===== config.mk =====
export PLATFORM = sky130hd
export DESIGN_NAME = apu_frame_counter
export DESIGN_NICKNAME = d
export VERILOG_FILES = /design/src/rtl/apu_frame_counter.sv
export SDC_FILE = /design/constraint.sdc
export NUM_CORES = 1
export LEC_CHECK = 0
export CELL_PAD_IN_SITES_DETAIL_PLACEMENT = 2
export CELL_PAD_IN_SITES_GLOBAL_PLACEMENT = 2
export CORE_MARGIN = 3
export CORE_UTILIZATION = 38
export CTS_CLUSTER_SIZE = 24
export DETAILED_ROUTE_END_ITERATION = 10
export GPL_TIMING_DRIVEN = 0
export PLACE_DENSITY_LB_ADDON = 0.1
export SYNTH_ARGS = -nofsm -noshare
export SYNTH_HDL_FRONTEND = slang
export SYNTH_SLANG_ARGS = --single-unit

===== constraint.sdc =====
create_clock -name clk_in -period 5.84 [get_ports clk_in]
set_input_delay 1.46 -clock clk_in [delete_from_list [all_inputs] [get_ports clk_in]]
set_output_delay 1.46 -clock clk_in [all_outputs]
set_load 0.02 [all_outputs]

===== src/rtl/apu_frame_counter.sv =====
// APU frame sequencer: derives APU-cycle, quarter-frame, half-frame strobes and frame IRQ from the CPU-cycle strobe.
// Optional: define APU_FRAME_IRQ_EN to build the frame IRQ flag, inhibit bit and $4015-read clear.
module apu_frame_counter #(
  parameter int unsigned CNT_BITS = 16,
  parameter int unsigned STEP1    = 7457,
  parameter int unsigned STEP2    = 14913,
  parameter int unsigned STEP3    = 22371,
  parameter int unsigned STEP4    = 29829,
  parameter int unsigned STEP5    = 37281
) (
  input  logic       clk_in,
  input  logic       rst_n_in,
  input  logic       cpu_cycle_pulse_in,
  input  logic       wr_in,
  input  logic [7:0] d_in,
  input  logic       rd_status_in,
  output logic       apu_cycle_pulse_out,
  output logic       eg_pulse_out,
  output logic       lc_pulse_out,
  output logic       frame_irq_out,
  output logic       mode_out
);

  localparam int unsigned DLY_W = 3;
  localparam logic [CNT_BITS-1:0] S1   = CNT_BITS'(STEP1);
  localparam logic [CNT_BITS-1:0] S2   = CNT_BITS'(STEP2);
  localparam logic [CNT_BITS-1:0] S3   = CNT_BITS'(STEP3);
  localparam logic [CNT_BITS-1:0] S4M1 = CNT_BITS'(STEP4 - 1);
  localparam logic [CNT_BITS-1:0] S4   = CNT_BITS'(STEP4);
  localparam logic [CNT_BITS-1:0] S4P1 = CNT_BITS'(STEP4 + 1);
  localparam logic [CNT_BITS-1:0] S5   = CNT_BITS'(STEP5);
  localparam logic [CNT_BITS-1:0] S5P1 = CNT_BITS'(STEP5 + 1);

  logic [CNT_BITS-1:0] cnt_q, cnt_d;
  logic [DLY_W-1:0]    dly_q, dly_d;
  logic                phase_q, phase_d;
  logic                mode_q;
  logic                apu_q, apu_d;
  logic                eg_q, eg_d;
  logic                lc_q, lc_d;
  logic                irq_set_c;
  logic [CNT_BITS-1:0] fin_c, end_c;

  // Event decode on the pre-increment count; a reload expiring overrides the decode.
  always_comb begin
    cnt_d     = cnt_q;
    dly_d     = dly_q;
    phase_d   = phase_q;
    apu_d     = 1'b0;
    eg_d      = 1'b0;
    lc_d      = 1'b0;
    irq_set_c = 1'b0;
    fin_c     = mode_q ? S5 : S4;
    end_c     = mode_q ? S5P1 : S4P1;
    if (cpu_cycle_pulse_in) begin
      phase_d   = ~phase_q;
      apu_d     = phase_q;
      eg_d      = (cnt_q == S1) || (cnt_q == S2) || (cnt_q == S3) || (cnt_q == fin_c);
      lc_d      = (cnt_q == S2) || (cnt_q == fin_c);
      irq_set_c = !mode_q && ((cnt_q == S4M1) || (cnt_q == S4) || (cnt_q == S4P1));
      cnt_d     = (cnt_q >= end_c) ? '0 : CNT_BITS'(cnt_q + CNT_BITS'(1));
      if (dly_q != '0) begin
        dly_d = DLY_W'(dly_q - DLY_W'(1));
        if (dly_q == DLY_W'(1)) begin
          cnt_d     = '0;
          eg_d      = mode_q;
          lc_d      = mode_q;
          irq_set_c = 1'b0;
        end
      end
    end
    // A $4017 write (re)starts the reload delay, aligned to the APU phase.
    if (wr_in) dly_d = phase_q ? DLY_W'(3) : DLY_W'(4);
  end

  always_ff @(posedge clk_in or negedge rst_n_in) begin
    if (!rst_n_in) begin
      cnt_q   <= '0;
      dly_q   <= '0;
      phase_q <= 1'b0;
      mode_q  <= 1'b0;
      apu_q   <= 1'b0;
      eg_q    <= 1'b0;
      lc_q    <= 1'b0;
    end else begin
      cnt_q   <= cnt_d;
      dly_q   <= dly_d;
      phase_q <= phase_d;
      apu_q   <= apu_d;
      eg_q    <= eg_d;
      lc_q    <= lc_d;
      if (wr_in) mode_q <= d_in[7];
    end
  end

  assign apu_cycle_pulse_out = apu_q;
  assign eg_pulse_out        = eg_q;
  assign lc_pulse_out        = lc_q;
  assign mode_out            = mode_q;

`ifdef APU_FRAME_IRQ_EN
  logic irq_q, inhibit_q;
  logic unused_c;

  // Inhibit write beats a set; a set beats a status-read clear.
  always_ff @(posedge clk_in or negedge rst_n_in) begin
    if (!rst_n_in) begin
      irq_q     <= 1'b0;
      inhibit_q <= 1'b0;
    end else begin
      if (wr_in) inhibit_q <= d_in[6];
      if (wr_in && d_in[6])             irq_q <= 1'b0;
      else if (irq_set_c && !inhibit_q) irq_q <= 1'b1;
      else if (rd_status_in)            irq_q <= 1'b0;
    end
  end

  assign frame_irq_out = irq_q;
  assign unused_c      = ^d_in[5:0];
`else
  logic unused_c;
  assign frame_irq_out = 1'b0;
  assign unused_c      = ^{d_in[6:0], rd_status_in, irq_set_c};
`endif

endmodule


==> out/summary.txt <==
outcome -> finished, final reports clean
clock tree buffer depth -> 2
clk root buf -> clkbuf_8
Initial DRC Count -> 39
utilization after layout -> 0.456
unique cell type count in the Yosys netlist -> 50
largest net degree at the start of global routing -> 25
Worst Skew -> 2.22 ps
Pleak -> 0.787 nW
worst vdd ir -> 0.173 mV
H-tree depth -> 1
Ys Warns -> 0
crit path kind -> flip-flop to primary output
share of cells above drive strength 1 -> 0.143
first-pass GRT wire length -> 8630 um
Final Setup Violations -> 0
Site Rows -> 23
CP max stage delay -> 670 ps
synthesized instance count -> 185
CP Max Fanout -> 7
Worst EP arrival -> 1450 ps
clock sinks -> 24
Remaining DRCs -> 0
Setup crit start -> mode_out
GRT Overall Usage -> 0.209
Routed WL -> 5020 um
r2r startpoint -> mode_out
Post-DP Area -> 1850 um^2
Mean Syn Cell Area -> 9.28 um^2
worst hold-check path type -> flip-flop to flip-flop
vias in the first global route -> 1699
Main synth FF type -> dfrtp_1
CP delay by family, top -> buffers and inverters
ant diodes -> 0
#FFs+latches synth -> 24
num ports -> 18
unrepaired setup endpoints after global routing -> no
Worst path slowest cell -> clkdlybuf4s50_1
Hold Buf Count CTS -> 0
Hold Path Origin -> phase_q
worst hold slack -> 486 ps
DR pass1 iterations -> 4
CTS resizes -> 0
CP startpoint kind -> flip-flop
Starting Density -> 0.411
Tightest Pin Transition -> 1150 ps
Port-buffer cells -> 7
Clock Latency Late Sink -> 270 ps
Synth Net Count -> 211
CP endpoint kind -> primary output
Final Hold Viols -> 0
Setup Buffers After CTS -> 0
fin nets -> 223
DR vias -> 1488
Reg clk slew, reported paths -> 90 ps
die area -> 5360 um^2
fill count -> 455
Finished Cell Area -> 1900 um^2
cts bufs inserted -> 3
register area share after synthesis -> 0.350
fmax -> 344 MHz
asr flop ratio synth -> 1.00
Power Dens Cells -> 402 nW/um^2
Core Area -> 4170 um^2
mapped cell area -> 1720 um^2
die height -> 73.2 um
area taken by multi-input logic gates -> 976 um^2
register area -> 601 um^2
Fin Setup TNS -> 0 ps
fin crit period -> 2910 ps
total power -> 0.766 mW
post-route ant nets -> 0
max_slew headroom -> 0.228
Final Slew Violations -> 0
DIE WIDTH -> 73.2 um
maxcap violations -> 0
worst-path cell chain -> clkdlybuf4s50_1
HPWL Detailed -> 3700 um
initial antenna violation count -> 0
DR WL/cell -> 20.4 um
Area Growth Syn to Fin -> 10.9%
CP required -> 4380 ps
Vias/cell -> 6.05
global placement routability congestion -> 0.862
CTS tree -> built
fin crit share -> 0.498
grt total ovfl -> 0
Post-synth EDFFs -> 0
Critical path buffers and inverters -> 1
## power by group
part	internal (mW)	switching, mW
sequential	0.220	0.0582
combinational	0.148	0.222
clock	0.0603	0.0578
total	0.428	0.338
## placed cells by master, fill, tap and decap left out, drive strengths merged, types with 3 or more instances in the layout
cell type / n
a41oi: 3
nor4: 3
o22ai: 4
o2bb2ai: 5
mux2i: 4
nand2b: 3
buf: 11
clkdlybuf4s50: 7
nand4: 10
clkbuf: 6
o21ai: 9
a21oi: 3
inv: 14
dfrtp: 24
nor2: 17
nand3: 11
ha: 13
nor3: 5
a31oi: 4
nand2: 12
## per-stage QoR
stage,cells,setup slack (ps)
finish,246,2930
global route,246,2880
CTS,246,2920
detailed placement,242,2910
global placement,242,2980
floorplan,185,3550
## area by class of cell
class	count	area share
Sequential cell	24	0.315
Buffer	13	0.0460
Multi-Input combinational cell	134	0.512
Clock buffer	4	0.0289
Inverter	14	0.0276
Tap cell	50	0.0329
Timing Repair Buffer	7	0.0368
## worst paths after layout
kind	end	slack (ps)	cells after the start
worst max register to register	cnt_q[3]	3510	6
worst min register to register	phase_q	490	1
worst max-delay path	mode_out	2930	1
worst min-delay path	phase_q	490	1
max in group asynchronous	dly_q[0]	3360	1
min in group asynchronous	cnt_q[13]	1800	1
## kinds of logic (layout without fill, tap and decap cells)
| family | Yosys count | count (layout) | share of synthesized area |
|---|---|---|---|
| AND/OR/NAND/NOR | 72 | 72 | 0.236 |
| XOR/XNOR | 3 | 3 | 0.0153 |
| adder cells (fa/ha/maj) | 13 | 13 | 0.0948 |
| AO/OA/AOI/OAI | 41 | 41 | 0.197 |
| flip-flops | 24 | 24 | 0.350 |
| buffers and inverters | 27 | 38 | 0.0816 |
| multiplexers | 4 | 4 | 0.0233 |
| other | 1 | 1 | 0.00218 |
## routing by layer
layer | share of wire | up-vias | wire length [um] | track usage
met1 | 0.48 | 771 | 2400 | 0.277
li1 | - | 693 | - | -
met3 | 0.019 | 7 | 97 | 0.0220
met5 | 0 | - | 0 | 0
met4 | 0.011 | 0 | 57 | 0.0512
met2 | 0.49 | 17 | 2460 | 0.362
## cells in the mapped netlist (3+ instances only)
cell	instances	area share
a21oi_1	3	0.0087
a31oi_1	4	0.015
buf_2	6	0.017
buf_6	3	0.020
dfrtp_1	24	0.35
ha_1	13	0.095
inv_1	14	0.031
mux2i_1	4	0.023
nand2_1	12	0.026
nand2b_1	3	0.011
nand3_1	9	0.026
nand4_1	9	0.033
nor2_1	17	0.037
nor3_1	5	0.015
o21ai_0	8	0.023
o22ai_1	4	0.015
o2bb2ai_1	5	0.026
## flip-flops by register name (all words and copies together), names as in the netlist
signal	count
eg_pulse_out	1
mode_out	1
apu_cycle_pulse_out	1
lc_pulse_out	1
phase_q	1
dly_q	3
cnt_q	16
(Power assumes the default switching activity.)
